**config.mk**
```make
export PLATFORM = sky130hd
export DESIGN_NAME = ifm_frame_sched
export DESIGN_NICKNAME = d
export VERILOG_FILES = /design/src/rtl/ifm_frame_sched.sv
export SDC_FILE = /design/constraint.sdc
export NUM_CORES = 1
export LEC_CHECK = 0
export CORE_ASPECT_RATIO = 1.25
export CORE_MARGIN = 2
export CORE_UTILIZATION = 43
export DETAILED_ROUTE_END_ITERATION = 7
export PLACE_DENSITY = 0.77
export SLEW_MARGIN = 30
export SYNTH_ARGS = -nofsm -noshare
export SYNTH_HDL_FRONTEND = slang
export SYNTH_SLANG_ARGS = --single-unit
export TNS_END_PERCENT = 100
```
**constraint.sdc**
```tcl
create_clock -name s2mm_clk -period 4.4 [get_ports s2mm_clk]
set_input_delay 1.32 -clock s2mm_clk [delete_from_list [all_inputs] [get_ports s2mm_clk]]
set_output_delay 1.32 -clock s2mm_clk [all_outputs]
set_load 0.05 [all_outputs]
```
**src/rtl/ifm_frame_sched.sv**
```systemverilog
// Frame scheduler for the s2mm receive path: pops a per-frame verdict, forwards good
// frames to the good FIFO followed by a 4-word status record, drains bad frames.
module ifm_frame_sched #(
  parameter logic [31:0] C_STS_TAG = 32'h5000_0000,
  parameter int          C_CNT_W   = 32
) (
  input  logic               s2mm_clk,
  input  logic               s2mm_reset,
  input  logic [72:0]        data_fifo_rdata,
  input  logic               data_fifo_empty,
  output logic               data_fifo_rden,
  input  logic [7:0]         info_fifo_rdata,
  input  logic               info_fifo_empty,
  output logic               info_fifo_rden,
  output logic [72:0]        good_fifo_wdata,
  output logic               good_fifo_wren,
  input  logic               good_fifo_afull,
  output logic [36:0]        ctrl_fifo_wdata,
  output logic               ctrl_fifo_wren,
  input  logic               ctrl_fifo_afull,
  output logic [C_CNT_W-1:0] rx_good_cnt,
  output logic [C_CNT_W-1:0] rx_drop_cnt
);

  typedef enum logic [1:0] {IDLE, FWD, DROP, STS} state_t;

  localparam logic [C_CNT_W-1:0] CNT_ONE = 1;

  state_t              state_reg, state_next;
  logic [7:0]          info_reg;
  logic [15:0]         byte_cnt_reg;
  logic [15:0]         seq_reg;
  logic [1:0]          word_idx_reg;
  logic [72:0]         good_wdata_reg;
  logic                good_wren_reg;
  logic [36:0]         ctrl_wdata_reg;
  logic                ctrl_wren_reg;
  logic [C_CNT_W-1:0]  good_cnt_reg;
  logic [C_CNT_W-1:0]  drop_cnt_reg;

  logic                info_pop;
  logic                data_pop;
  logic                sts_wr;
  logic                beat_last;
  logic [3:0]          keep_bytes;
  logic [16:0]         byte_sum;
  logic [15:0]         byte_cnt_sat;
  logic [31:0]         sts_word;

  assign beat_last = data_fifo_rdata[72];

  always_comb begin
    keep_bytes = 4'd0;
    for (int i = 0; i < 8; i++) begin
      keep_bytes = keep_bytes + {3'b000, data_fifo_rdata[64+i]};
    end
  end

  assign byte_sum     = {1'b0, byte_cnt_reg} + {13'b0, keep_bytes};
  assign byte_cnt_sat = byte_sum[16] ? 16'hFFFF : byte_sum[15:0];

  // A good verdict is only consumed once both downstream FIFOs can take a whole
  // burst; a bad verdict never waits because it produces no downstream writes.
  always_comb begin
    state_next = state_reg;
    info_pop   = 1'b0;
    data_pop   = 1'b0;
    sts_wr     = 1'b0;
    case (state_reg)
      IDLE: begin
        if (!info_fifo_empty) begin
          if (info_fifo_rdata[0]) begin
            if (!good_fifo_afull && !ctrl_fifo_afull) begin
              info_pop   = 1'b1;
              state_next = FWD;
            end
          end else begin
            info_pop   = 1'b1;
            state_next = DROP;
          end
        end
      end
      FWD: begin
        data_pop = !data_fifo_empty && !good_fifo_afull;
        if (data_pop && beat_last) state_next = STS;
      end
      DROP: begin
        data_pop = !data_fifo_empty;
        if (data_pop && beat_last) state_next = IDLE;
      end
      STS: begin
        sts_wr = !ctrl_fifo_afull;
        if (sts_wr && word_idx_reg == 2'd3) state_next = IDLE;
      end
      default: state_next = IDLE;
    endcase
    if (s2mm_reset) begin
      info_pop   = 1'b0;
      data_pop   = 1'b0;
      sts_wr     = 1'b0;
      state_next = IDLE;
    end
  end

  always_comb begin
    case (word_idx_reg)
      2'd0:    sts_word = C_STS_TAG;
      2'd1:    sts_word = {24'h0, info_reg};
      2'd2:    sts_word = {16'h0, byte_cnt_reg};
      default: sts_word = {16'h0, seq_reg};
    endcase
  end

  always_ff @(posedge s2mm_clk) begin
    if (s2mm_reset) begin
      state_reg      <= IDLE;
      info_reg       <= 8'h00;
      byte_cnt_reg   <= 16'h0000;
      seq_reg        <= 16'h0000;
      word_idx_reg   <= 2'd0;
      good_wdata_reg <= '0;
      good_wren_reg  <= 1'b0;
      ctrl_wdata_reg <= '0;
      ctrl_wren_reg  <= 1'b0;
      good_cnt_reg   <= '0;
      drop_cnt_reg   <= '0;
    end else begin
      state_reg     <= state_next;
      good_wren_reg <= 1'b0;
      ctrl_wren_reg <= 1'b0;
      if (info_pop) begin
        info_reg <= info_fifo_rdata;
        if (info_fifo_rdata[0]) byte_cnt_reg <= 16'h0000;
      end
      if (state_reg == FWD && data_pop) begin
        good_wren_reg  <= 1'b1;
        good_wdata_reg <= data_fifo_rdata;
        byte_cnt_reg   <= byte_cnt_sat;
      end
      if (state_reg == DROP && data_pop && beat_last) begin
        drop_cnt_reg <= drop_cnt_reg + CNT_ONE;
      end
      if (sts_wr) begin
        ctrl_wren_reg  <= 1'b1;
        ctrl_wdata_reg <= {(word_idx_reg == 2'd3), 4'hF, sts_word};
        word_idx_reg   <= word_idx_reg + 2'd1;
        if (word_idx_reg == 2'd3) begin
          seq_reg      <= seq_reg + 16'd1;
          good_cnt_reg <= good_cnt_reg + CNT_ONE;
        end
      end
    end
  end

  assign data_fifo_rden  = data_pop;
  assign info_fifo_rden  = info_pop;
  assign good_fifo_wdata = good_wdata_reg;
  assign good_fifo_wren  = good_wren_reg;
  assign ctrl_fifo_wdata = ctrl_wdata_reg;
  assign ctrl_fifo_wren  = ctrl_wren_reg;
  assign rx_good_cnt     = good_cnt_reg;
  assign rx_drop_cnt     = drop_cnt_reg;

endmodule

```
==> results summary, run 1 <==
The run finished with clean final reports. The worst register-to-register path ends at byte_cnt_reg[10]$_SDFFE_PP0P_. The total global routing track utilization came out at 21.90%. In this run the worst setup path terminates at byte_cnt_reg[10]$_SDFFE_PP0P_. The height of the die is 165.4 microns. The area growth from synthesis to layout is 37.52%. The slowest library cell on the worst path is sky130_fd_sc_hd__or4_1. Measured against its own limit, the worst slew margin works out to 40.90%. The fraction of post-synthesis cell area in the top cell type by area is 45.11%. Synthesis inferred 202 register bits.

For this configuration, the core starts out at a cell density of 43.37%. The transition time at the pin with the least slew margin came out at 0.8798 ns. The count of maximum capacitance violations came out at 0. The register with the most flip-flops in the layout has 73 of them.

The share of cells above drive strength 1 came out at 6.255%. The total non-filler cell area in the finished layout came out at 12330 sq um. The sum of negative setup slack came out at 0 ns. Row generation in the floorplan step produced 59 rows. The number of failing hold endpoints at the final stage came out at 0. The number of cells on the critical path came out at 13. Broken down by cell family, the worst path's largest delay share belongs to adder cells.

The first-pass GRT wire length came out at 40.03 mm. The count of boundary I/O pins came out at 265. The number of inserted diodes is 0.

The highest ir drop seen on vdd came out at 0.0003084 V. The synthesized area divided by synthesized cell count is 8.300 sq um. The total overflow left after global routing is 0. After detailed routing, the average wire length per cell comes to 15.51 microns. The worst hold margin came out at 0.4530 ns. The start of the worst register-to-register path is byte_cnt_reg[0]$_SDFFE_PP0P_. The most critical setup path has its startpoint at data_fifo_rdata[67]. The largest fanout of any net on the critical path came out at 4. The signal on the critical path passes through clkdlybuf4s15_1 -> fa_1 -> inv_1 -> fa_1 -> fa_1 -> fa_2 -> inv_2 -> fa_2 -> a211oi_2 -> nor2_2 -> nand2_2 -> or4_1 -> a31oi_1.

The number of nets with antenna violations after detailed routing is 0. After layout, the worst path uses 96.86% of the clock period. After the last flow step, the layout net total stands at 1423.

The largest stage delay on the critical path came out at 0.52 ns. The first TritonRoute pass finished after 5 iterations. During synthesis, Yosys emitted a total of 0 warnings.

The path depth of the worst reg2reg path is 11. In this run the worst hold path is classified as flop to flop. The DRC marker count from the first detailed-route iteration is 588. Counting stages on the worst path, the most repeated cell is sky130_fd_sc_hd__fa_1.

After synthesis, the netlist uses 71 different library cells. The smallest clock period supported by the final layout is computed as 4.262 ns. The filler-free cell count of the finished design is 1601. The number of antenna violations at the first check in global routing is 0.

At the end of routability-driven placement, the weighted congestion stood at 0.8195. The routed design has 24.83 mm of wire. Yosys attributes the largest share of cell area to sky130_fd_sc_hd__dfxtp_1 45%, sky130_fd_sc_hd__nand2_1 9.0%, sky130_fd_sc_hd__a21oi_1 6.6%, sky130_fd_sc_hd__xor2_1 4.2%, sky130_fd_sc_hd__nor2_1 3.9%. The clock network latency to the later pin of the worst-skew pair came out at 0.49 ns. The leakage power of the design is 4.323 nW. The worst endpoint required time is 4.81 ns. The area of the multi-input gates came out at 4512 sq um. Together, buffers and inverters on the worst path number 3. For this run, the top clock speed supported by timing is 0.2346 GHz.

After synthesis, the share of flip-flops with an asynchronous set or reset is 0%. STA classifies the critical path endpoint as a flop. In this run the deepest clock path goes through 3 buffers. In the synthesized netlist the dominant register cell turns out to be sky130_fd_sc_hd__dfxtp_1. In this run the power density over the cells is 336.6 nW/um^2.

The port buffer count is 250. Setup violations remaining at the end of the flow were counted as 0. The clock slew at the register clock pins of the worst setup and hold paths came out at 0.06 ns. The final route contains 8354 vias. The worst clock skew came out at 0.009467 ns. The number of remaining DRC errors came out at 0.

TritonCTS built the clock tree. The hold-fix buffer count after cts came out at 0. The cell at the root of the clock tree is sky130_fd_sc_hd__clkbuf_16. The instance area after placement is 11680 sq um.

The core region is 20670 sq um. Across all register-to-register paths, the minimum setup slack is 1.18 ns. STA puts the critical path data arrival time at 4.68 ns. The share of the yosys chip area belonging to registers came out at 45.11%. The count of filler cells inserted in the layout came out at 1820. The pin count of the biggest net entering global routing came out at 77. STA classifies the critical path startpoint as an input pin. Setup repair after global routing left no endpoint under its margin. The number of global-route vias before repair is 7891. The largest total area in the synthesized netlist belongs to sky130_fd_sc_hd__dfxtp_1. The number of cells after detailed placement came out at 1564. The area of all sequential standard cells came out at 4044 sq um. The area of the die is 22020 sq um. The final HPWL from detailed placement came out at 17.59 mm. The die width came out at 133.1 microns. The number of enable flip-flop cells after synthesis is 0.

The final max-slew violation count is 0. The netlist area before placement came out at 8964 sq um. The level count of the clock H-tree came out at 1. The cell count after synthesis is 1080. The startpoint-to-endpoint class of the critical path is input pin to flop.

The clock sink total is 202. Counting the buffers created by CTS gives 21. The via density per instance is 5.218.
## how the worst min path moves through the flow
| stage | slack [ns] | start | cells after the start | endpoint |
|---|---|---|---|---|
| final | 0.45 | good_fifo_wdata[6]$_SDFFE_PP0P_ | 2 | good_fifo_wdata[6]$_SDFFE_PP0P_ |
| after global routing | 0.47 | good_fifo_wdata[6]$_SDFFE_PP0P_ | 2 | good_fifo_wdata[6]$_SDFFE_PP0P_ |
| after CTS | 0.45 | good_fifo_wdata[48]$_SDFFE_PP0P_ | 2 | good_fifo_wdata[48]$_SDFFE_PP0P_ |
| after detailed placement | 0.45 | good_fifo_wdata[48]$_SDFFE_PP0P_ | 2 | good_fifo_wdata[48]$_SDFFE_PP0P_ |
| after global placement | 0.44 | good_fifo_wdata[52]$_SDFFE_PP0P_ | 2 | good_fifo_wdata[52]$_SDFFE_PP0P_ |
| after floorplan | 0.44 | info_reg[1]$_SDFFE_PP0P_ | 2 | info_reg[1]$_SDFFE_PP0P_ |
## Yosys cell counts (7+ instances only)
library cell / n
sky130_fd_sc_hd__nand2_1: 215
sky130_fd_sc_hd__dfxtp_1: 202
sky130_fd_sc_hd__a21oi_1: 118
sky130_fd_sc_hd__nor2_1: 93
sky130_fd_sc_hd__xor2_1: 43
sky130_fd_sc_hd__clkbuf_1: 41
sky130_fd_sc_hd__nand3_1: 41
sky130_fd_sc_hd__nand4_1: 30
sky130_fd_sc_hd__inv_1: 27
sky130_fd_sc_hd__and3_1: 22
sky130_fd_sc_hd__xnor2_1: 22
sky130_fd_sc_hd__buf_4: 18
sky130_fd_sc_hd__o21ai_0: 18
sky130_fd_sc_hd__ha_1: 17
sky130_fd_sc_hd__nor3_1: 14
sky130_fd_sc_hd__o211ai_1: 13
sky130_fd_sc_hd__buf_2: 12
sky130_fd_sc_hd__a211oi_1: 11
sky130_fd_sc_hd__a221o_1: 8
sky130_fd_sc_hd__nor4_1: 8
sky130_fd_sc_hd__or3_1: 8
sky130_fd_sc_hd__nor2b_1: 7
sky130_fd_sc_hd__or4_1: 7
## through the flow
step | power (mW) | utilization, % | setup WS (ns)
after floorplan | 2.278 | - | -0.1443
after global placement | 2.482 | 56.52 | -0.6085
after detailed placement | 2.493 | 56.52 | -0.6700
after CTS | 4.198 | 59.63 | 0.008825
after global routing | 4.319 | 59.64 | 0.003923
final | 4.150 | 59.64 | 0.1380
## placed cells by master, fill, tap and decap left out, types with 7 or more instances in the layout
cell	n
sky130_fd_sc_hd__xnor2_1	22
sky130_fd_sc_hd__nor3_1	14
sky130_fd_sc_hd__and3_1	22
sky130_fd_sc_hd__nand2_1	213
sky130_fd_sc_hd__nand3_1	40
sky130_fd_sc_hd__nor2b_1	7
sky130_fd_sc_hd__a211oi_1	10
sky130_fd_sc_hd__a221o_1	8
sky130_fd_sc_hd__inv_1	26
sky130_fd_sc_hd__a21oi_1	118
sky130_fd_sc_hd__clkbuf_16	21
sky130_fd_sc_hd__o21ai_0	18
sky130_fd_sc_hd__nor4_1	8
sky130_fd_sc_hd__clkbuf_1	7
sky130_fd_sc_hd__clkdlybuf4s50_1	244
sky130_fd_sc_hd__or4_1	7
sky130_fd_sc_hd__o211ai_1	13
sky130_fd_sc_hd__nand4_1	30
sky130_fd_sc_hd__nor2_1	93
sky130_fd_sc_hd__buf_4	23
sky130_fd_sc_hd__conb_1	14
sky130_fd_sc_hd__or3_1	8
sky130_fd_sc_hd__dfxtp_1	202
sky130_fd_sc_hd__xor2_1	43
sky130_fd_sc_hd__ha_1	17
## worst reg2reg max path, stage by stage (launching register included)
cell and delay [ns]:
sky130_fd_sc_hd__dfxtp_1 0.42, sky130_fd_sc_hd__inv_1 0.09, sky130_fd_sc_hd__fa_1 0.54, sky130_fd_sc_hd__fa_1 0.44, sky130_fd_sc_hd__fa_2 0.37, sky130_fd_sc_hd__inv_2 0.07, sky130_fd_sc_hd__fa_2 0.22, sky130_fd_sc_hd__a211oi_2 0.08
sky130_fd_sc_hd__nor2_2 0.18, sky130_fd_sc_hd__nand2_2 0.09, sky130_fd_sc_hd__or4_1 0.52, sky130_fd_sc_hd__a31oi_1 0.13
## area by class of cell
| class | instances | share of cell area [%] |
|---|---|---|
| clock inverters | 6 | 0.4669 |
| repair buffers | 273 | 21.79 |
| multi-input cells | 788 | 36.60 |
| flip-flops and latches | 202 | 32.81 |
| inverters | 28 | 0.8526 |
| clock buffers | 30 | 4.700 |
| well taps | 274 | 2.781 |
## power by group
part	switching, mW	internal (mW)
Combinational	0.340	0.223
Sequential	0.0247	1.87
Clock	0.721	0.973
Total	1.09	3.06
## logic make-up after synthesis
family | share of synthesized area [%]
flip-flops | 45.11
buffers and inverters | 5.402
AND/OR/NAND/NOR | 26.44
AO/OA/AOI/OAI | 12.94
multiplexers | 0.2233
other | 0.04184
XOR/XNOR | 6.351
adder cells (fa/ha/maj) | 3.490
## layer usage
metal	track usage (%)	vias up	routed length, microns
met1	26.54	3883	10230
met3	6.319	30	2047
met4	5.271	0	395
met2	38.53	304	12150
met5	0	-	0
li1	-	4137	-
## repair_timing
action / CTS / global route
resized for setup: 5 / 7
setup endpoints to repair: 14 / 14
buffers inserted: 1 / 0
pin swaps: 5 / 9
(Power assumes the default switching activity.)
==> run 2, diff against run 1 <==
--- a/config.mk
+++ b/config.mk
@@ -7,9 +7,9 @@
 export LEC_CHECK = 0
 export CORE_ASPECT_RATIO = 1.25
 export CORE_MARGIN = 2
-export CORE_UTILIZATION = 43
+export CORE_UTILIZATION = 50
 export DETAILED_ROUTE_END_ITERATION = 7
-export PLACE_DENSITY = 0.77
+export PLACE_DENSITY = 0.84
 export SLEW_MARGIN = 30
 export SYNTH_ARGS = -nofsm -noshare
 export SYNTH_HDL_FRONTEND = slang
==> constraint.sdc (replaced) <==
create_clock -name s2mm_clk -period 5.4 [get_ports s2mm_clk]
set_input_delay 1.62 -clock s2mm_clk [delete_from_list [all_inputs] [get_ports s2mm_clk]]
set_output_delay 1.62 -clock s2mm_clk [all_outputs]
set_load 0.05 [all_outputs]
==> results summary, run 2 (synthesis gave the netlist of run 1 again) <==
The flow ran to the end, and the final reports show no timing, DRC or antenna violations. The final critical path takes up 92.44% of the cycle. The largest fanout of any net on the critical path is 5 (+1). STA classifies the critical path endpoint as a flop. The final standard cell utilization of the core is 70.11% (+10 points). Among the stages of the critical path, the cell type that occurs most often is sky130_fd_sc_hd__fa_1. The count of maximum capacitance violations was 0 (unchanged).

The final max-slew violation count came out at 0 (unchanged). The top cell types in the final layout, fill and taps aside, are 247 x sky130_fd_sc_hd__clkdlybuf4s50_1, 215 x sky130_fd_sc_hd__nand2_1, 202 x sky130_fd_sc_hd__dfxtp_1. The number of nets in the finished design came out at 1411 (-0.84%).

The pin count of the biggest net entering global routing came out at 96 (+25%). The worst relative slew slack was 34.99% (-5.9 points). The number of global-route vias before repair is 8154 (+3.3%). The final HPWL from detailed placement was 17.38 mm (-1.2%).

TritonCTS built the clock tree. The worst endpoint required time is 5.81 ns (+1.00 ns). The starting utilization of the core area came out at 51.22% (+7.9 points). The power per cell area came out at 282.8 nW/um^2 (-16%). The weighted congestion reported at the end of routability-driven placement came out at 0.8432 (+2.9%). The path depth of the worst reg2reg path came out at 11 (unchanged). The library cell used most frequently in the layout, excluding fill and tap cells, is sky130_fd_sc_hd__clkdlybuf4s50_1.

The number of inserted diodes is 0 (unchanged). The detailed-routing iteration count for the pre-antenna-repair pass is 5 (unchanged). The area of the core is 17500 sq um (-15%). The clock sink total is 202 (unchanged). The number of failing hold endpoints at the final stage came to 0 (unchanged).

The number of nets with antenna violations after detailed routing is 0 (unchanged). The worst hold path terminates at good_fifo_wdata[31]$_SDFFE_PP0P_. The die width came out at 123.8 microns (-7.0%). The final routed wirelength across all metal layers is 24.84 mm (about the same). The largest stage delay on the critical path came out at 0.57 ns (+0.05 ns). The number of remaining DRC errors is 0 (unchanged). The clock network latency to the later pin of the worst-skew pair was 0.49 ns (about the same).

The post-cts sizing count was 0 (-5). The highest clock rate is 0.2003 GHz. The worst clock skew was 0.01448 ns (+0.005013 ns). The class of the tightest hold or removal check is flop to flop. After layout, the minimum clock period comes to 4.992 ns. The data arrival time at the worst-slack endpoint was 5.40 ns (+0.72 ns). The startpoint identified for the worst register-to-register timing path is byte_cnt_reg[0]$_SDFFE_PP0P_. The family with the most delay on the worst path is adder cells. The register-to-register setup slack is 2.11 ns (+0.93 ns). The sum of negative setup slack came to 0 ns (unchanged). The area growth from synthesis to layout is 36.88%.

The area of the die was 19020 sq um (-14%). CTS placed an instance of sky130_fd_sc_hd__clkbuf_16 at the clock tree root. The via density per instance is 5.487 (+5.1%).

The endpoint identified for the worst register-to-register timing path is byte_cnt_reg[10]$_SDFFE_PP0P_. The level count of the clock H-tree came to 1 (unchanged). The flip-flop count of the largest register after layout is 73 (unchanged). The port buffer count came to 250 (unchanged). The count of final setup violators came out at 0 (unchanged). The count of buffer and inverter cells on the critical path came out at 3 (unchanged). The total global routing track utilization was 25.91% (+4.0 points).

The first-pass GRT wire length is 40.37 mm (+0.86%). The transition time at the pin with the least slew margin came out at 0.9662 ns (+0.08638 ns). The count of filler cells inserted in the layout was 1346 (-26%). The number of antenna violations at the first check in global routing came to 0 (unchanged). The height of the die came out at 153.7 microns (-7.1%). The count of boundary I/O pins came to 265 (unchanged). The slowest stage of the critical path is the sky130_fd_sc_hd__fa_1 cell. The worst setup path is launched from an input pin. The share of cells above drive strength 1 is 5.095% (-1.2 points). The clock slew at the register clock pins of the worst setup and hold paths is 0.06 ns (about the same).

The number of buffers created by CTS came out at 20 (-4.8%). The critical path is of the input pin to flop type. The startpoint identified for the worst hold timing path is good_fifo_wdata[31]$_SDFFE_PP0P_.

The floorplan row count was 54 (-8.5%). The number of buffers added for setup after CTS is 0 (-1). The critical path goes through clkdlybuf4s50_1 -> fa_1 -> inv_1 -> fa_1 -> fa_1 -> fa_1 -> inv_1 -> fa_1 -> a211oi_1 -> nor2_2 -> nand2_1 -> or4_1 -> a31oi_1. Setup repair after global routing left no endpoint under its margin. The worst hold margin came out at 0.4531 ns (+0.0001430 ns). The hold-fix buffer count after cts came out at 0 (unchanged). The DRC marker count from the first detailed-route iteration is 611 (+3.9%). The aggregate global routing overflow was 0 (unchanged). The detailed-route wire length per cell is 16.14 microns (+4.1%). The total via count in the routed design was 8444 (+1.1%).

The maximum clock insertion buffer count is 3 (unchanged). The highest ir drop seen on vdd was 0.0002317 V (-25%). The leakage power of the design came out at 4.310 nW (-0.32%).

The depth of the worst hold-timing path is 2 (unchanged).
## run 2: changes by cell type in the layout (fill, tap and decap cells not counted), sizes merged
cell	before	now
buf	27	15
clkinv	4	0
clkdlybuf4s50	244	247
clkbuf	31	33
bufinv	1	2
clkdlybuf4s15	1	0
clkinvlp	1	0
## run 2: power breakdown
part	internal (mW)	switching [mW]
Sequential	1.52	0.0204
Clock	0.914	0.573
Combinational	0.172	0.268
## run 2: metrics by stage
step | std cells | total power, mW | instance area [sq um] | worst slack (ns)
2_1_floorplan | 1093 | 1.854 | 9012 | 0.4813
3_3_place_gp | 1503 | 2.006 | 11540 | -0.02121
3_5_place_dp | 1503 | 2.013 | 11540 | -0.04469
4_1_cts | 1538 | 3.492 | 12250 | 0.4138
5_1_grt | 1539 | 3.596 | 12270 | 0.2308
6_report | 1539 | 3.470 | 12270 | 0.4083
## run 2: worst reg2reg max path, cell delays in order, from the launching register on
cell	delay, ns
sky130_fd_sc_hd__dfxtp_1	0.41
sky130_fd_sc_hd__inv_1	0.09
sky130_fd_sc_hd__fa_1	0.52
sky130_fd_sc_hd__fa_1	0.42
sky130_fd_sc_hd__fa_1	0.39
sky130_fd_sc_hd__inv_1	0.08
sky130_fd_sc_hd__fa_1	0.19
sky130_fd_sc_hd__a211oi_1	0.09
sky130_fd_sc_hd__nor2_2	0.22
sky130_fd_sc_hd__nand2_1	0.13
sky130_fd_sc_hd__or4_1	0.51
sky130_fd_sc_hd__a31oi_1	0.16
## run 2: final cells by class
type / count / area, sq um / area share, %
Tap cell: 224 / 280.3 / 2.284
Sequential cell: 202 / 4044 / 32.96
Clock inverter: 2 / 60.06 / 0.4895
Timing Repair Buffer: 262 / 2626 / 21.41
Multi-Input combinational cell: 788 / 4503 / 36.70
Inverter: 28 / 105.1 / 0.8566
Clock buffer: 33 / 650.6 / 5.303
## run 2: per-layer routing
layer,up-vias,wire length [microns],track usage (%),part of all wire [%]
met5,-,0,0,0
met4,0,599,8.063,2.4
met3,54,2097,7.159,8.4
met2,329,12250,44.27,49
met1,3935,9888,31.26,40
li1,4126,-,-,-
## run 2: worst max-delay path by stage
stage | startpoint | to | slack (ns) | cells after the start
2_1_floorplan | data_fifo_rdata[64] | byte_cnt_reg[10]$_SDFFE_PP0P_ | 0.48 | 12
3_3_place_gp | data_fifo_rdata[64] | byte_cnt_reg[10]$_SDFFE_PP0P_ | -0.02 | 13
3_5_place_dp | data_fifo_rdata[64] | byte_cnt_reg[10]$_SDFFE_PP0P_ | -0.04 | 13
4_1_cts | data_fifo_rdata[64] | byte_cnt_reg[10]$_SDFFE_PP0P_ | 0.41 | 13
5_1_grt | data_fifo_rdata[64] | byte_cnt_reg[10]$_SDFFE_PP0P_ | 0.23 | 13
6_report | data_fifo_rdata[64] | byte_cnt_reg[10]$_SDFFE_PP0P_ | 0.41 | 13
==> run 3, diff against run 2 <==
--- a/config.mk
+++ b/config.mk
@@ -6,7 +6,7 @@
 export NUM_CORES = 1
 export LEC_CHECK = 0
 export CORE_ASPECT_RATIO = 1.25
-export CORE_MARGIN = 2
+export CORE_MARGIN = 1.5
 export CORE_UTILIZATION = 50
 export DETAILED_ROUTE_END_ITERATION = 7
 export PLACE_DENSITY = 0.84
==> results summary, run 3 (synthesis gave the netlist of run 1 again) <==
The clock sink total came out at 202 (unchanged). The first-pass GRT wire length came out at 39.59 mm (-1.9%). The DRC marker count from the first detailed-route iteration came out at 556 (-9.0%). The number of nets with antenna violations after detailed routing is 0 (unchanged). The number of buffers created by CTS came out at 22 (+10%). The count of final setup violators is 0 (unchanged). The via density per instance came out at 5.486 (about the same). STA classifies the critical path startpoint as an input pin. The total via count in the routed design came out at 8465 (+0.25%). The number of antenna violations at the first check in global routing is 0 (unchanged). The detailed-route wire length per cell came to 15.94 microns (-1.2%). The number of buffers added for setup after CTS is 0 (unchanged). The class of the tightest hold or removal check is flop to flop. The worst relative slew slack is 40.53% (+5.5 points). The port buffer count came to 250 (unchanged). The number of nets in the finished design came out at 1414 (+0.21%).

The placement-stage worst setup slack is -0.08521 ns (-0.04052 ns). The area of the die came to 18740 sq um (-1.5%). The filler-free cell count of the finished design is 1543 (+0.26%). The number of remaining DRC errors was 0 (unchanged). The final clock period utilization by the worst path came out at 92.75% (+0.31 points).

The total non-filler cell area in the finished layout is 12270 sq um (about the same). The height of the die is 152.7 microns (-0.65%). The number of failing hold endpoints at the final stage is 0 (unchanged). The highest clock rate is 0.1997 GHz (-0.33%). The power per cell area came out at 284.5 nW/um^2 (+0.59%). The worst clock skew is 0.008086 ns (-0.006395 ns). The register-to-register setup slack came out at 2.06 ns (-0.05 ns). The detailed-routing iteration count for the pre-antenna-repair pass came out at 5 (unchanged). The pin count of the biggest net entering global routing is 89 (-7.3%). The synthesis-to-finish area growth is 36.86% (about the same).

The final HPWL from detailed placement is 17.31 mm (-0.44%). The floorplan row count is 54 (unchanged). The total power after layout came out at 3.490 mW (+0.58%). The die width came out at 122.8 microns (-0.81%). The cell at the root of the clock tree is sky130_fd_sc_hd__clkbuf_16.

The largest fanout of any net on the critical path came out at 4 (-1). The hold-fix buffer count after cts is 0 (unchanged). The commonest non-fill, non-tap cell in the layout is sky130_fd_sc_hd__clkdlybuf4s50_1.

The highest ir drop seen on vdd came out at 0.0002267 V (-2.2%). The clock network latency to the later pin of the worst-skew pair came to 0.51 ns (+0.02 ns). The transition time at the pin with the least slew margin is 0.8921 ns (-0.07412 ns). The total global routing track utilization is 25.82% (-0.089 points). The run finished with clean final reports. The maximum clock insertion buffer count came out at 3 (unchanged). STA classifies the critical path endpoint as a flop. The share of cells above drive strength 1 is 5.080% (-0.015 points). The post-cts sizing count was 0 (unchanged). The weighted congestion reported at the end of routability-driven placement is 0.8738 (+3.6%). Setup repair after global routing left no endpoint under its margin. The count of boundary I/O pins came out at 265 (unchanged).

The clock slew at the register clock pins of the worst setup and hold paths was 0.06 ns (about the same). The final max-slew violation count is 0 (unchanged). The area of the core was 17500 sq um (unchanged). The leakage power of the design came out at 4.310 nW (about the same). The starting utilization of the core area came out at 51.22% (unchanged). The worst endpoint required time came out at 5.82 ns (about the same). The instance area after placement came out at 11550 sq um (about the same). Leaving out fill and tap cells, the most frequent cells in the layout are 247 x sky130_fd_sc_hd__clkdlybuf4s50_1, 215 x sky130_fd_sc_hd__nand2_1, 202 x sky130_fd_sc_hd__dfxtp_1.

The final routed wirelength across all metal layers came to 24.60 mm (-0.98%). The data arrival time at the worst-slack endpoint is 5.43 ns (+0.03 ns). The worst path setup slack after routing is 0.3918 ns (-0.01649 ns).

The flip-flop count of the largest register after layout is 73 (unchanged). TritonCTS built the clock tree. The count of maximum capacitance violations is 0 (unchanged). The shortest clock period the worst path allows after layout came out at 5.008 ns (+0.01649 ns). The number of inserted diodes came out at 0 (unchanged). The level count of the clock H-tree came out at 1 (unchanged). The worst setup path is of the input pin to flop kind. The aggregate global routing overflow came to 0 (unchanged). The number of cells after detailed placement came out at 1505 (+0.13%). The number of global-route vias before repair is 8103 (-0.63%).
run 3: area by class of cell:
class                   instances  area (sq um)
fillers                      1364          5231
multi-input cells             788          4503
flip-flops and latches        202          4044
repair buffers                263          2621
clock buffers                  33         633.1
well taps                     224         280.3
inverters                      28         105.1
clock inverters                 5         81.33
run 3: stage by stage:
step,hold WS (ns),setup TNS [ns],util [%]
after floorplan,0.4365,0,-
after global placement,0.4404,0,65.99
after detailed placement,0.4453,-0.1075,65.99
after CTS,0.4535,0,70.07
after global routing,0.4667,0,70.11
final,0.4510,0,70.11
run 3: metal layers:
layer  share of wire (%)  up-vias  track usage (%)
met1                  39     3946            30.00
met2                  49      332            44.71
met4                 2.7        0            8.749
met5                   0        -                0
li1                    -     4135                -
met3                 9.3       52            7.560
run 3: where the power goes:
| part | switching (mW) | internal [mW] |
|---|---|---|
| combinational | 0.273 | 0.172 |
| sequential | 0.0213 | 1.52 |
| clock | 0.597 | 0.905 |
run 3: worst paths after layout:
path / end / cells after the start / startpoint
setup / recovery: byte_cnt_reg[10]$_SDFFE_PP0P_ / 13 / data_fifo_rdata[64]
hold / removal: good_fifo_wdata[6]$_SDFFE_PP0P_ / 2 / good_fifo_wdata[6]$_SDFFE_PP0P_
setup reg to reg: byte_cnt_reg[10]$_SDFFE_PP0P_ / 11 / byte_cnt_reg[0]$_SDFFE_PP0P_
hold reg to reg: good_fifo_wdata[6]$_SDFFE_PP0P_ / 2 / good_fifo_wdata[6]$_SDFFE_PP0P_
run 3: worst max-delay path, stage by stage:
cell,delay [ns]
sky130_fd_sc_hd__clkdlybuf4s50_1,0.46
sky130_fd_sc_hd__fa_1,0.57
sky130_fd_sc_hd__inv_1,0.06
sky130_fd_sc_hd__fa_1,0.52
sky130_fd_sc_hd__fa_1,0.44
sky130_fd_sc_hd__fa_1,0.40
sky130_fd_sc_hd__inv_1,0.08
sky130_fd_sc_hd__fa_1,0.19
sky130_fd_sc_hd__a211oi_1,0.09
sky130_fd_sc_hd__nor2_2,0.18
sky130_fd_sc_hd__nand2_1,0.12
sky130_fd_sc_hd__or4_1,0.53
sky130_fd_sc_hd__a31oi_1,0.18
